File: src/rtl/icache_dataram_sched.sv
// icache_dataram_sched
//
// Scheduler for the single-ported icache data SRAM. Arbitrates MSHR read
// requests against downstream linefill write bursts, sequences each burst
// beat by beat, blocks reads to the line being filled, and delivers the read
// txnid aligned with SRAM output data.
//
// Optional feature macro: ICACHE_DATARAM_HAZARD_CHK_EN
//   defined   -> during a burst, reads to the line being filled are held
//   undefined -> no hazard comparator; FILL-state reads go whenever lf_vld_i=0
//
// Ports:
//   clk, rst                   clock, synchronous active-high reset
//   rd_vld_i / rd_rdy_o        read request handshake
//   rd_way_i/index_i/txnid_i   read target and transaction id
//   lf_vld_i / lf_rdy_o        linefill beat handshake
//   lf_way_i, lf_index_i       fill target (sampled on the first beat)
//   lf_data_i                  beat payload
//   ram_en_o, ram_we_o         SRAM enable / write enable
//   ram_way_o/index_o/beat_o   SRAM address (beat = write beat select)
//   ram_wdata_o                SRAM write data
//   rsp_vld_o, rsp_txnid_o     read data valid sideband
//   lf_done_o/_way_o/_index_o  registered line-complete pulse

module icache_dataram_sched #(
  parameter int WAY_NUM         = 2,
  parameter int INDEX_WIDTH     = 7,
  parameter int TXNID_WIDTH     = 8,
  parameter int BEAT_NUM        = 4,
  parameter int BEAT_DATA_WIDTH = 128,
  parameter int RD_LAT          = 1,
  parameter int STARVE_MAX      = 8,
  localparam int WAY_W  = (WAY_NUM > 1) ? $clog2(WAY_NUM) : 1,
  localparam int BEAT_W = (BEAT_NUM > 1) ? $clog2(BEAT_NUM) : 1
) (
  input  logic                       clk,
  input  logic                       rst,
  input  logic                       rd_vld_i,
  output logic                       rd_rdy_o,
  input  logic [WAY_W-1:0]           rd_way_i,
  input  logic [INDEX_WIDTH-1:0]     rd_index_i,
  input  logic [TXNID_WIDTH-1:0]     rd_txnid_i,
  input  logic                       lf_vld_i,
  output logic                       lf_rdy_o,
  input  logic [WAY_W-1:0]           lf_way_i,
  input  logic [INDEX_WIDTH-1:0]     lf_index_i,
  input  logic [BEAT_DATA_WIDTH-1:0] lf_data_i,
  output logic                       ram_en_o,
  output logic                       ram_we_o,
  output logic [WAY_W-1:0]           ram_way_o,
  output logic [INDEX_WIDTH-1:0]     ram_index_o,
  output logic [BEAT_W-1:0]          ram_beat_o,
  output logic [BEAT_DATA_WIDTH-1:0] ram_wdata_o,
  output logic                       rsp_vld_o,
  output logic [TXNID_WIDTH-1:0]     rsp_txnid_o,
  output logic                       lf_done_o,
  output logic [WAY_W-1:0]           lf_done_way_o,
  output logic [INDEX_WIDTH-1:0]     lf_done_index_o
);

  localparam int SC_W = $clog2(STARVE_MAX + 1);

  typedef enum logic [0:0] {S_IDLE, S_FILL} state_t;

  state_t                 state_q, state_d;
  logic [BEAT_W-1:0]      beat_cnt_q, beat_cnt_d;
  logic [SC_W-1:0]        starve_cnt_q, starve_cnt_d;
  logic [WAY_W-1:0]       fill_way_q, fill_way_d;
  logic [INDEX_WIDTH-1:0] fill_index_q, fill_index_d;
  logic                   done_q, done_d;
  logic [WAY_W-1:0]       done_way_q, done_way_d;
  logic [INDEX_WIDTH-1:0] done_index_q, done_index_d;

  logic [RD_LAT-1:0]      rsp_vld_q;
  logic [TXNID_WIDTH-1:0] rsp_txnid_q [RD_LAT];

  logic starved;
  logic hazard;
  logic last_beat;
  logic rd_gnt;
  logic lf_gnt;

  assign starved   = (starve_cnt_q >= SC_W'(STARVE_MAX));
  assign last_beat = (beat_cnt_q == BEAT_W'(BEAT_NUM - 1));

`ifdef ICACHE_DATARAM_HAZARD_CHK_EN
  assign hazard = (rd_way_i == fill_way_q) && (rd_index_i == fill_index_q);
`else
  assign hazard = 1'b0;
`endif

  always_comb begin
    state_d      = state_q;
    beat_cnt_d   = beat_cnt_q;
    starve_cnt_d = starve_cnt_q;
    fill_way_d   = fill_way_q;
    fill_index_d = fill_index_q;
    done_d       = 1'b0;
    done_way_d   = '0;
    done_index_d = '0;
    rd_rdy_o     = 1'b0;
    lf_rdy_o     = 1'b0;
    rd_gnt       = 1'b0;
    lf_gnt       = 1'b0;
    ram_en_o     = 1'b0;
    ram_we_o     = 1'b0;
    ram_way_o    = '0;
    ram_index_o  = '0;
    ram_beat_o   = '0;
    ram_wdata_o  = '0;

    case (state_q)
      S_IDLE: begin
        // Reads win a contended cycle until the pending burst start has
        // been starved STARVE_MAX times.
        lf_rdy_o = !rd_vld_i || starved;
        rd_rdy_o = !(lf_vld_i && starved);
      end
      S_FILL: begin
        lf_rdy_o = 1'b1;
        rd_rdy_o = !lf_vld_i && !hazard;
      end
      default: ;
    endcase

    lf_gnt = lf_vld_i && lf_rdy_o;
    rd_gnt = rd_vld_i && rd_rdy_o;

    if (lf_gnt) begin
      ram_en_o    = 1'b1;
      ram_we_o    = 1'b1;
      ram_beat_o  = beat_cnt_q;
      ram_wdata_o = lf_data_i;
      // The first beat has not been latched yet, so it addresses the SRAM
      // from the live request fields.
      if (state_q == S_IDLE) begin
        ram_way_o    = lf_way_i;
        ram_index_o  = lf_index_i;
        fill_way_d   = lf_way_i;
        fill_index_d = lf_index_i;
      end else begin
        ram_way_o   = fill_way_q;
        ram_index_o = fill_index_q;
      end
      if (last_beat) begin
        beat_cnt_d   = '0;
        state_d      = S_IDLE;
        done_d       = 1'b1;
        done_way_d   = ram_way_o;
        done_index_d = ram_index_o;
      end else begin
        beat_cnt_d = beat_cnt_q + BEAT_W'(1);
        state_d    = S_FILL;
      end
    end else if (rd_gnt) begin
      ram_en_o    = 1'b1;
      ram_way_o   = rd_way_i;
      ram_index_o = rd_index_i;
    end

    if (lf_vld_i && !lf_gnt) begin
      if (!starved) starve_cnt_d = starve_cnt_q + SC_W'(1);
    end else begin
      starve_cnt_d = '0;
    end
  end

  always_ff @(posedge clk) begin
    if (rst) begin
      state_q      <= S_IDLE;
      beat_cnt_q   <= '0;
      starve_cnt_q <= '0;
      fill_way_q   <= '0;
      fill_index_q <= '0;
      done_q       <= 1'b0;
      done_way_q   <= '0;
      done_index_q <= '0;
    end else begin
      state_q      <= state_d;
      beat_cnt_q   <= beat_cnt_d;
      starve_cnt_q <= starve_cnt_d;
      fill_way_q   <= fill_way_d;
      fill_index_q <= fill_index_d;
      done_q       <= done_d;
      done_way_q   <= done_way_d;
      done_index_q <= done_index_d;
    end
  end

  // Read response pipeline: RD_LAT stages matching the SRAM read latency
  always_ff @(posedge clk) begin
    if (rst) begin
      rsp_vld_q <= '0;
      for (int i = 0; i < RD_LAT; i++) rsp_txnid_q[i] <= '0;
    end else begin
      rsp_vld_q[0]   <= rd_gnt;
      rsp_txnid_q[0] <= rd_gnt ? rd_txnid_i : '0;
      for (int i = 1; i < RD_LAT; i++) begin
        rsp_vld_q[i]   <= rsp_vld_q[i-1];
        rsp_txnid_q[i] <= rsp_txnid_q[i-1];
      end
    end
  end

  assign rsp_vld_o       = rsp_vld_q[RD_LAT-1];
  assign rsp_txnid_o     = rsp_txnid_q[RD_LAT-1];
  assign lf_done_o       = done_q;
  assign lf_done_way_o   = done_way_q;
  assign lf_done_index_o = done_index_q;

endmodule

File: config.mk
export PLATFORM = sky130hd
export DESIGN_NAME = icache_dataram_sched
export DESIGN_NICKNAME = d
export VERILOG_FILES = /design/src/rtl/icache_dataram_sched.sv
export SDC_FILE = /design/constraint.sdc
export NUM_CORES = 1
export LEC_CHECK = 0
export ABC_AREA = 0
export ABC_CLOCK_PERIOD_IN_PS = 2900
export BUFFER_PORTS_ARGS = -buffer_cell sky130_fd_sc_hd__buf_2
export CAP_MARGIN = 20
export CORE_AREA = 2 2 121 123
export CTS_CLUSTER_DIAMETER = 150
export DETAILED_ROUTE_END_ITERATION = 8
export DIE_AREA = 0 0 123 125
export PLACE_DENSITY = 0.53
export SLEW_MARGIN = 10
export SYNTH_ARGS = -nofsm -noshare
export SYNTH_HDL_FRONTEND = slang
export SYNTH_SLANG_ARGS = --single-unit
File: constraint.sdc
create_clock -name clk -period 2.9 [get_ports clk]
set_input_delay 0.58 -clock clk [delete_from_list [all_inputs] [get_ports clk]]
set_output_delay 0.58 -clock clk [all_outputs]
set_load 0.05 [all_outputs]
# Word level (Yosys, flattened, before mapping)
# Memories as Yosys holds them, arrays and structs flattened.
# Cells that the tools add are included.
# totals
inputBits	156
ram_bits	8
mem_count	1
register_bits	25
out_inout_bits	160
# classes
bitwise_logic	4
muxes	22
magnitude_cmp	1
n_addsub	2
reduce_logical	13
n_eq_ne	1
# mem_list
name	depth	width	rd	rd_ports_with_merged_regs	wr	line_no	rtl
rsp_txnid_q	1	8	1	0	1	75	logic [TXNID_WIDTH-1:0] rsp_txnid_q [RD_LAT];
# ops
operator	count
$mux 128	1
$mux 7	3
$mux 8	2
$mux 1	12
$reduce_or 8->1	1
$add 4x1->4 const B	1
$ge 4x4->1 const B	1
$logic_and 1x1->1	4
$logic_not 1->1	4
$mux 2	2
$not 1->1	4
$pmux 1 s2	2
$reduce_or 2->1	2
$reduce_or 3->1	1
$add 2x1->2 const B	1
$eq 2x2->1 const B	1
$logic_or 1x1->1	1

# Longest topological paths before layout
# depth
ltp_word	8
ltp_mapped	7
ltp_nobuf	4

# Least setup slack after synthesis
# OpenSTA, ideal clock, no wires.
# synth_timing
kind	register to output
from	register state_q
to	output port ram_index_o[0]
path_slack_ns	0.243
t_arrival_ns	2.077
path_stages_with_launch	6
path_cell_list	dfxtp_1 buf_6 o21ai_1 and2_1 buf_2 o2bb2ai_1
# synth_between
elab_chain_cells	5
elab_cells_between_ends	8
classes_between	mux (5); bitwise (1); reduce/logical (2)
# synth_lines
element	line_no	rtl
from (decl)	65	state_t state_q, state_d;
from (signal assigned)	179	state_q <= state_d;
$not 1->1	112	case (state_q)
$pmux 1 s2 *	112	
net rd_rdy_o	39	output logic rd_rdy_o,
$logic_and 1x1->1 *	127	rd_gnt = rd_vld_i && rd_rdy_o;
$mux 7 *	155	end else if (rd_gnt) begin
$mux 7 *	129	if (lf_gnt) begin
to (decl)	51	output logic [INDEX_WIDTH-1:0] ram_index_o,
# The timed path passes the listed nets; every way through them passes the cells marked *.

# Worst setup path after layout
# layout_timing
from	register starve_cnt_q[3]
to	output port ram_wdata_o[84]
# layout_between
elab_chain_cells	5
# layout_lines
element	line_no	rtl
from (decl)	67	logic [SC_W-1:0] starve_cnt_q, starve_cnt_d;
from (signal assigned)	181	starve_cnt_q <= starve_cnt_d;
$ge 4x4->1	83	assign starved = (starve_cnt_q >= SC_W'(STARVE_MAX));
$logic_or 1x1->1	116	lf_rdy_o = !rd_vld_i || starved;
$pmux 1 s2	112	
$logic_and 1x1->1	126	lf_gnt = lf_vld_i && lf_rdy_o;
$mux 128	129	
to (decl)	53	output logic [BEAT_DATA_WIDTH-1:0] ram_wdata_o,
# Every way passes these cells.

==> results.json <==
{
  "setup_viol": 0,
  "die_w_um": 123,
  "hpwl_mm": 8.40,
  "skew_ns": 0.00464,
  "fmax_ghz": 0.400,
  "crit_required_ns": 2.32,
  "synthAdderAreaFrac": 0.0162,
  "core-area_mm2": 0.0142,
  "crit_start": "starve_cnt_q[3]",
  "syn_inst": 293,
  "holdPathStages": 2,
  "cp_slowest_cell": "dfxtp_1",
  "status": "finished, final reports clean",
  "avgRoutedWirePerCell_um": 13.4,
  "drive_gt1_frac": 0.585,
  "grt_usage": 0.119,
  "io_buffers": 315,
  "synthXorXnorAreaFrac": 0.00758,
  "path_max_fanout": 52,
  "finalHoldViolCount": 0,
  "num_rows": 44,
  "holdBufCountCts": 0,
  "slew_viol_final": 0,
  "crit_buf_inv": 3,
  "ys_types": 32,
  "synth_warnings": 0,
  "criticalPathCategory": "flop to output port",
  "postSynthAreaPerCell_um2": 7.89,
  "start_kind": "flop",
  "drtPass1Iterations": 4,
  "worstPathArrival_ns": 1.92,
  "ioPinCount": 316,
  "viasPerCell": 4.19,
  "cts_tree": "built",
  "final.min_clock_period_ns": 2.50,
  "seq_area_frac_synth": 0.286,
  "die-height_um": 125,
  "drcViolationCount": 0,
  "clk_latency_ns": 0.27,
  "synthArstFlopShare": 0,
  "powerDensity_mw_per_mm2": 426,
  "synth_mux_area_frac": 0.0390,
  "critical_path.top_delay_family": "buffers and inverters",
  "rsz0062_at_grt": "false",
  "post-route-period-util": 0.863,
  "synth_edf_count": 0,
  "tns_ns": 0,
  "root_buffer": "clkbuf_16",
  "path_clk_slew_ns": 0.06,
  "grt_pass1_vias": 2715,
  "rr_worst_depth": 5,
  "fillers": 1585,
  "cts_inserted_buffers": 5,
  "yosys.area_share.simple": 0.474,
  "synth_top_family_by_area": "simple AND/OR/NAND/NOR gates",
  "antenna_found_initial": 0,
  "end_kind": "output port",
  "num_antenna_cells": 0,
  "maxCapViolations": 0,
  "rr_startpoint": "starve_cnt_q[3]",
  "hold_path_class": "flop to flop",
  "peakVddDrop_mv": 0.209,
  "slowest_delay_ns": 0.52,
  "ys_ff_latch": 33,
  "num_vias": 3230,
  "grt_first_pass_wirelength_mm": 14.5,
  "start_util": 0.163,
  "cts-htree-levels": 2,
  "grt_max_degree": 82,
  "cts.path.max_buffers": 2,
  "grt-ovfl-total": 0,
  "initialDrtViolationCount": 158,
  "dieArea_mm2": 0.0154,
  "relSlewSlack": 0.701,
  "cts_setup_buffers": 0,
  "synth_compound_area_frac": 0.0839,
  "syn-num-nets": 452,
  "report.power.total_mw": 1.78,
  "p_leak_nw": 2.76,
  "final_net_count": 744,
  "place.gp.congestion": 0.773,
  "hp-start": "fill_index_q[3]",
  "detail-route-antenna-nets": 0,
  "cp_num_cells": 5,
  "syn2layout_area_growth_pct": 81.2,
  "cts_resized": 0,
  "synthFlopType": "dfxtp_1",
  "cts_num_sinks": 33,
  "drt-total-wl_mm": 10.3,
  "path_cells": "nor3b_4 > inv_2 > buf_4 > and3_1 > buf_2",
  "syn-cell-area_mm2": 0.00231,
  "tightest_slew_ns": 0.446
}
state kept, by name, indices dropped and copies added (netlist names):
name	cells
lf_done_o	1
lf_done_index_o	7
starve_cnt_q	4
fill_way_q	1
beat_cnt_q	2
lf_done_way_o	1
rsp_vld_o	1
fill_index_q	7
rsp_txnid_q	8
state_q	1
worst register-to-register path: cells and delay by family, from the launching register on:
kind / cells / cell delay, ns
simple gates: 3 / 0.52
flops: 1 / 0.52
buf+inv: 2 / 0.53
cell usage after synthesis, types with 2 or more instances:
cell type,count,share of area
mux2i_1,9,0.039
clkbuf_1,25,0.041
nor2_1,13,0.021
o2bb2ai_1,8,0.030
a21oi_1,10,0.022
and2_1,9,0.024
buf_2,4,0.0087
dfxtp_1,33,0.29
buf_6,7,0.034
or3b_2,6,0.023
nor2b_1,3,0.0081
or3b_1,2,0.0076
ha_1,3,0.016
and3_1,130,0.35
o21ai_0,10,0.022
inv_1,5,0.0081
cell type report:
type,instances,area (um^2),area share
Timing Repair Buffer,321,1700,0.405
Multi-Input combinational cell,218,1440,0.343
Tap cell,184,230,0.0550
Inverter,6,22.5,0.00538
Clock inverter,3,17.5,0.00418
Sequential cell,33,661,0.158
Clock buffer,5,125,0.0299
kinds of logic after synthesis:
family	count (synthesis)
XOR/XNOR	2
flip-flops	33
multiplexers	9
buffers and inverters	42
AO/OA/AOI/OAI	31
adder cells (fa/ha/maj)	3
AND/OR/NAND/NOR	173
power by group:
part	internal [mW]	total (mW)	switching (mW)
combinational	0.234	0.806	0.572
sequential	0.468	0.475	0.00742
clock	0.314	0.503	0.188
total	1.02	1.78	0.768
layer usage:
layer | up-vias | share of wire | track usage
li1 | 1619 | - | -
met1 | 1430 | 0.42 | 0.149
met2 | 175 | 0.48 | 0.209
met3 | 6 | 0.091 | 0.0297
met4 | 0 | 0.0039 | 0.0154
met5 | - | 0 | 0
layout by cell type, fill, tap and decap left out, drive strengths merged, types with 2 or more instances in the layout:
cell     netlist  routed
a21oi         10      10
and2           9       9
and3         130     130
buf           11     321
clkbuf        25       5
clkinv         0       2
dfxtp         33      33
ha             3       3
inv            6       6
mux2i          9       9
nand2          2       2
nand3          2       2
nor2          13      13
nor2b          4       4
o21ai         11      11
o2bb2ai        8       8
or3b           8       8
stage by stage:
step / std cells / setup WS (ns) / instance area, um^2 / hold slack, ns / utilization
6_report: 770 / 0.397 / 4190 / 0.475 / 0.295
5_1_grt: 770 / 0.257 / 4190 / 0.495 / 0.295
4_1_cts: 770 / 0.391 / 4190 / 0.476 / 0.295
3_5_place_dp: 762 / 0.431 / 4050 / 0.468 / 0.285
3_3_place_gp: 762 / 0.420 / 4050 / 0.465 / 0.285
2_1_floorplan: 293 / 0.243 / 2310 / 0.447 / -
path summary, 6_finish.rpt:
check	endpoint	slack (ns)
max	ram_wdata_o[84]	0.40
min	fill_index_q[3]	0.48
max reg2reg	lf_done_index_o[2]	1.27
min reg2reg	fill_index_q[3]	0.48
(Power assumes the default switching activity.)
